### src/rtl/pc_sequencer.sv
// pc_sequencer: holds the PC, runs the fetch/exec handshake with instruction memory, and keeps the jsb/ret return stack.
module pc_sequencer #(
  parameter int PC_W        = 12,
  parameter int INSTR_W     = 18,
  parameter int STACK_DEPTH = 8
) (
  input  logic               clk_i,
  input  logic               rst_ni,
  output logic               imem_req_o,
  output logic [PC_W-1:0]    imem_addr_o,
  input  logic               imem_ack_i,
  input  logic [INSTR_W-1:0] imem_data_i,
  output logic [INSTR_W-1:0] instr_o,
  output logic               instr_valid_o,
  output logic [PC_W-1:0]    pc_o,
  input  logic [PC_W-1:0]    next_pc_i,
  input  logic               update_i,
  input  logic               push_i,
  input  logic               pop_i,
  output logic [PC_W-1:0]    ret_addr_o,
  output logic               stack_empty_o,
  output logic               stack_full_o,
  output logic               overflow_o,
  output logic               underflow_o
);
  localparam int AW = $clog2(STACK_DEPTH);
  localparam int CW = AW + 1;
  typedef enum logic [1:0] {FETCH, EXEC, ERROR} state_t;
  state_t state, state_nx;
  logic [PC_W-1:0] pc, pc_inc, stack [STACK_DEPTH];
  logic [CW-1:0] count;
  logic [AW-1:0] top_idx;
  logic commit, err_ovf, err_udf, legal;
  assign top_idx       = AW'(count - CW'(1));
  assign pc_inc        = pc + PC_W'(1);
  assign commit        = state == EXEC && update_i;
  assign err_ovf       = commit && push_i && !pop_i && stack_full_o;
  assign err_udf       = commit && pop_i && stack_empty_o;
  assign legal         = commit && !err_ovf && !err_udf;
  assign pc_o          = pc;
  assign imem_addr_o   = pc;
  assign imem_req_o    = state == FETCH;
  assign instr_valid_o = state == EXEC;
  assign stack_empty_o = count == '0;
  assign stack_full_o  = count == CW'(STACK_DEPTH);
  assign ret_addr_o    = stack_empty_o ? '0 : stack[top_idx];
  always_comb begin
    state_nx = state == FETCH ? (imem_ack_i ? EXEC : FETCH) :
               state == EXEC  ? (err_ovf || err_udf ? ERROR : commit ? FETCH : EXEC) : ERROR;
  end
  always_ff @(posedge clk_i or negedge rst_ni) begin
    if (!rst_ni) begin
      state       <= FETCH;
      pc          <= '0;
      instr_o     <= '0;
      count       <= '0;
      overflow_o  <= 1'b0;
      underflow_o <= 1'b0;
    end else begin
      state <= state_nx;
      if (state == FETCH && imem_ack_i) instr_o <= imem_data_i;
      if (err_ovf) overflow_o <= 1'b1;
      if (err_udf) underflow_o <= 1'b1;
      if (legal) begin
        pc <= pop_i ? stack[top_idx] : next_pc_i;
        if (push_i && !pop_i) count <= count + CW'(1);
        else if (pop_i && !push_i) count <= count - CW'(1);
      end
    end
  end
  // push+pop overwrites the current top in place; a plain push writes just above it
  always_ff @(posedge clk_i) begin
    if (legal && push_i) stack[pop_i ? top_idx : AW'(count)] <= pc_inc;
  end
endmodule
### config.mk
export PLATFORM = sky130hd
export DESIGN_NAME = pc_sequencer
export DESIGN_NICKNAME = d
export VERILOG_FILES = /design/src/rtl/pc_sequencer.sv
export SDC_FILE = /design/constraint.sdc
export NUM_CORES = 1
export LEC_CHECK = 0
export CAP_MARGIN = 40
export CORE_MARGIN = 2
export CORE_UTILIZATION = 45
export DETAILED_ROUTE_END_ITERATION = 7
export PLACE_DENSITY = 0.73
export SYNTH_ARGS = -nofsm -noshare
export SYNTH_HDL_FRONTEND = slang
export SYNTH_SLANG_ARGS = --single-unit
### constraint.sdc
create_clock -name clk_i -period 2.95 [get_ports clk_i]
set_clock_uncertainty 0.15 [all_clocks]
set_input_delay 0.59 -clock clk_i [delete_from_list [all_inputs] [get_ports clk_i]]
set_output_delay 0.59 -clock clk_i [all_outputs]
set_load 0.03 [all_outputs]
==> reports/metrics.cfg <==
[final_layout]
final_core_util = 0.612
fillers = 963
antenna-diode-count = 0
register_area_mm2 = 0.00383
multi_input_area_mm2 = 0.00198
drive_gt1_frac = 0.244
fin_nets = 604
syn2layout_area_growth_pct = 34.4
layout_commonest_cell = edfxtp_1
final_cell_mix = edfxtp_1, clkdlybuf4s50_1, nand3_1, mux2i_1, buf_4
stdcell_count = 753

[timing]
timing_hold_violations_final = 0
slew_headroom = 0.415
fin_setup_tns_ns = 0
rsz0062_at_grt = true
max_freq_mhz = 341
layout_min_cycle_time_ns = 2.93
period_share = 0.994
slew_viol_final = 0
setup_slack_ns = 0.0168
setup_viol = 0
worst_pin_slew_ns = 0.877

[die]
std_cell_rows = 42
start_util = 0.456
die_x_um = 119
ios = 96
die_area_mm2 = 0.0142
die-height_um = 119
fp.coreArea_mm2 = 0.0131

[yosys]
yosysTopAreaCellShare = 0.481
syn-instance-count = 441
synthFlopType = edfxtp_1
ys_ff_latch = 134
ys_warn_count = 0
synth_area_leaders = edfxtp_1, dfrtp_1, mux2i_1
syn_nets = 481
yosys.cell_types.count = 44
netlist_area_mm2 = 0.00599
async_flop_share = 0.284
synth.avg_cell_area_um2 = 13.6
ys_seq_area_frac = 0.640
yosysTopAreaCell = edfxtp_1
synth-edff-count = 96

[place]
dp_slack_ns = 0.00561
place_congestion = 0.822
placed_cells = 708
hpwl_mm = 9.85
io_buffers = 95

[power]
power.total_mw = 11.0
switchingPower_mw = 4.66
irDropWorstVdd_mv = 0.707
p_comb_frac = 0.559
power.density_mw_per_mm2 = 1370
switching_share = 0.424
seq_power_share = 0.261
p_int_mw = 6.32
clkPwrFrac = 0.180
p_leak_nw = 3.03

[routing]
drt_wl_total_mm = 15.2
num_vias = 4259
drc = 0
avgRoutedWirePerCell_um = 20.2
ant_nets = 0
firstDrtPassIters = 5
vias_per_cell = 5.66
dr.first_iter.drc_count = 389

[grt]
grt_pass1_wl_mm = 23.3
grt_max_degree = 39
grt_pass1_vias = 4152
antenna_found_initial = 0
grt_usage = 0.219
grt.overflow.total = 0

[critical_path]
crit_required_ns = 2.21
worst_path_max_delay_cell = dfrtp_1
crit_fanout = 14
start_kind = flip-flop
crit_buf_inv = 4
cpPeakStageDelay_ns = 0.39
end_kind = output port
crit_arrival_ns = 2.19
r2r_setup_slack_ns = 0.45
crit_type = flip-flop to output port
ff2ff_path_depth = 5
rr_endpoint = imem_addr_o[6]
worstPathCellList = inv_2, ha_4, buf_12, buf_4, mux2i_1, nand3_1, nand4_1, nor2_2, buf_6
critPathTopFamily = buffers and inverters
reg2reg_from = count[2]

[clock_network]
clk_latency_ns = 0.42
clock-root-buffer = clkbuf_16
clk_path_buf_depth = 2
cts_tree = yes
cts_buffers = 17
ctsHoldBuffers = 0
clk_pin_slew_ns = 0.06
htree_levels = 4
cts.sinks = 134

[run_status]
status = finished, final reports clean

[job]
maxCapViolCount = 0

[hold_path]
hold_path.class = input pin to asynchronous set/reset pin

-- what timing repair did --
action	4_1_cts	5_1_grt
gates cloned	2	0
gates resized for setup	34	18
pin swaps	11	10
setup buffers	9	3
endpoints found under the setup margin	12	12
-- area by class of cell --
cell class | instances | share of cell area
multi-input combinational | 258 | 0.246
clock inverter | 15 | 0.0168
clock buffer | 17 | 0.0529
inverter | 8 | 0.00373
timing repair buffer | 145 | 0.176
tap | 176 | 0.0274
sequential | 134 | 0.476
-- layer usage --
layer	vias up	share of wire	track usage
met1	2104	0.42	0.284
li1	1915	-	-
met5	-	0	0
met4	0	0.018	0.0971
met2	220	0.49	0.356
met3	20	0.074	0.0484
-- cell usage after synthesis (2+ instances only) --
cell and n:
a21oi_1 2, a31o_2 2, and2_1 2, buf_2 10, buf_4 12, buf_6 2
clkbuf_1 16, dfrtp_1 38, edfxtp_1 96, ha_1 4, inv_1 6, mux2_2 18
mux2i_1 50, nand2_1 6, nand2b_1 3, nand3_1 53, nand4_1 14, nor2_1 27
nor3_1 6, o2111ai_1 12, o211ai_1 14, o21ai_0 12, xnor2_1 8, xor2_1 8
-- power by group through the flow --
stage | Combinational, mW | Clock (mW) | Sequential [mW]
floorplan | 3.08 | 0 | 3.22
global placement | 5.50 | 0 | 2.87
detailed placement | 5.58 | 0 | 2.89
CTS | 6.06 | 2.01 | 2.86
global route | 6.42 | 2.08 | 2.90
finish | 6.14 | 1.98 | 2.87
-- state kept, by name, indices dropped and copies added, names as in the netlist --
signal,cells
count,4
state,2
overflow_o,1
stack,96
imem_addr_o,12
underflow_o,1
instr_o,18
-- worst max-delay path by stage --
stage | startpoint | endpoint | slack (ns) | cells past startpoint
finish | count[1] | ret_addr_o[3] | 0.02 | 9
global route | count[0] | ret_addr_o[11] | -0.08 | 9
CTS | count[1] | ret_addr_o[6] | 0.0005 | 9
detailed placement | count[1] | ret_addr_o[10] | 0.006 | 8
global placement | count[1] | ret_addr_o[9] | 0.02 | 8
floorplan | count[0] | stack[0][0] | -0.09 | 10
-- kinds of logic after synthesis --
logic type,synth area share
compound gates,0.0644
xor+xnor,0.0234
fa+ha+maj,0.00836
buf+inv,0.0428
flops,0.640
mux,0.117
simple gates,0.103
-- per-stage QoR --
step	cell area [um^2]	hold WS, ns
2_1_floorplan	6010	0.144
3_3_place_gp	7300	0.301
3_5_place_dp	7300	0.321
4_1_cts	8040	0.149
5_1_grt	8050	0.198
6_report	8050	0.136
(Power assumes the default switching activity.)
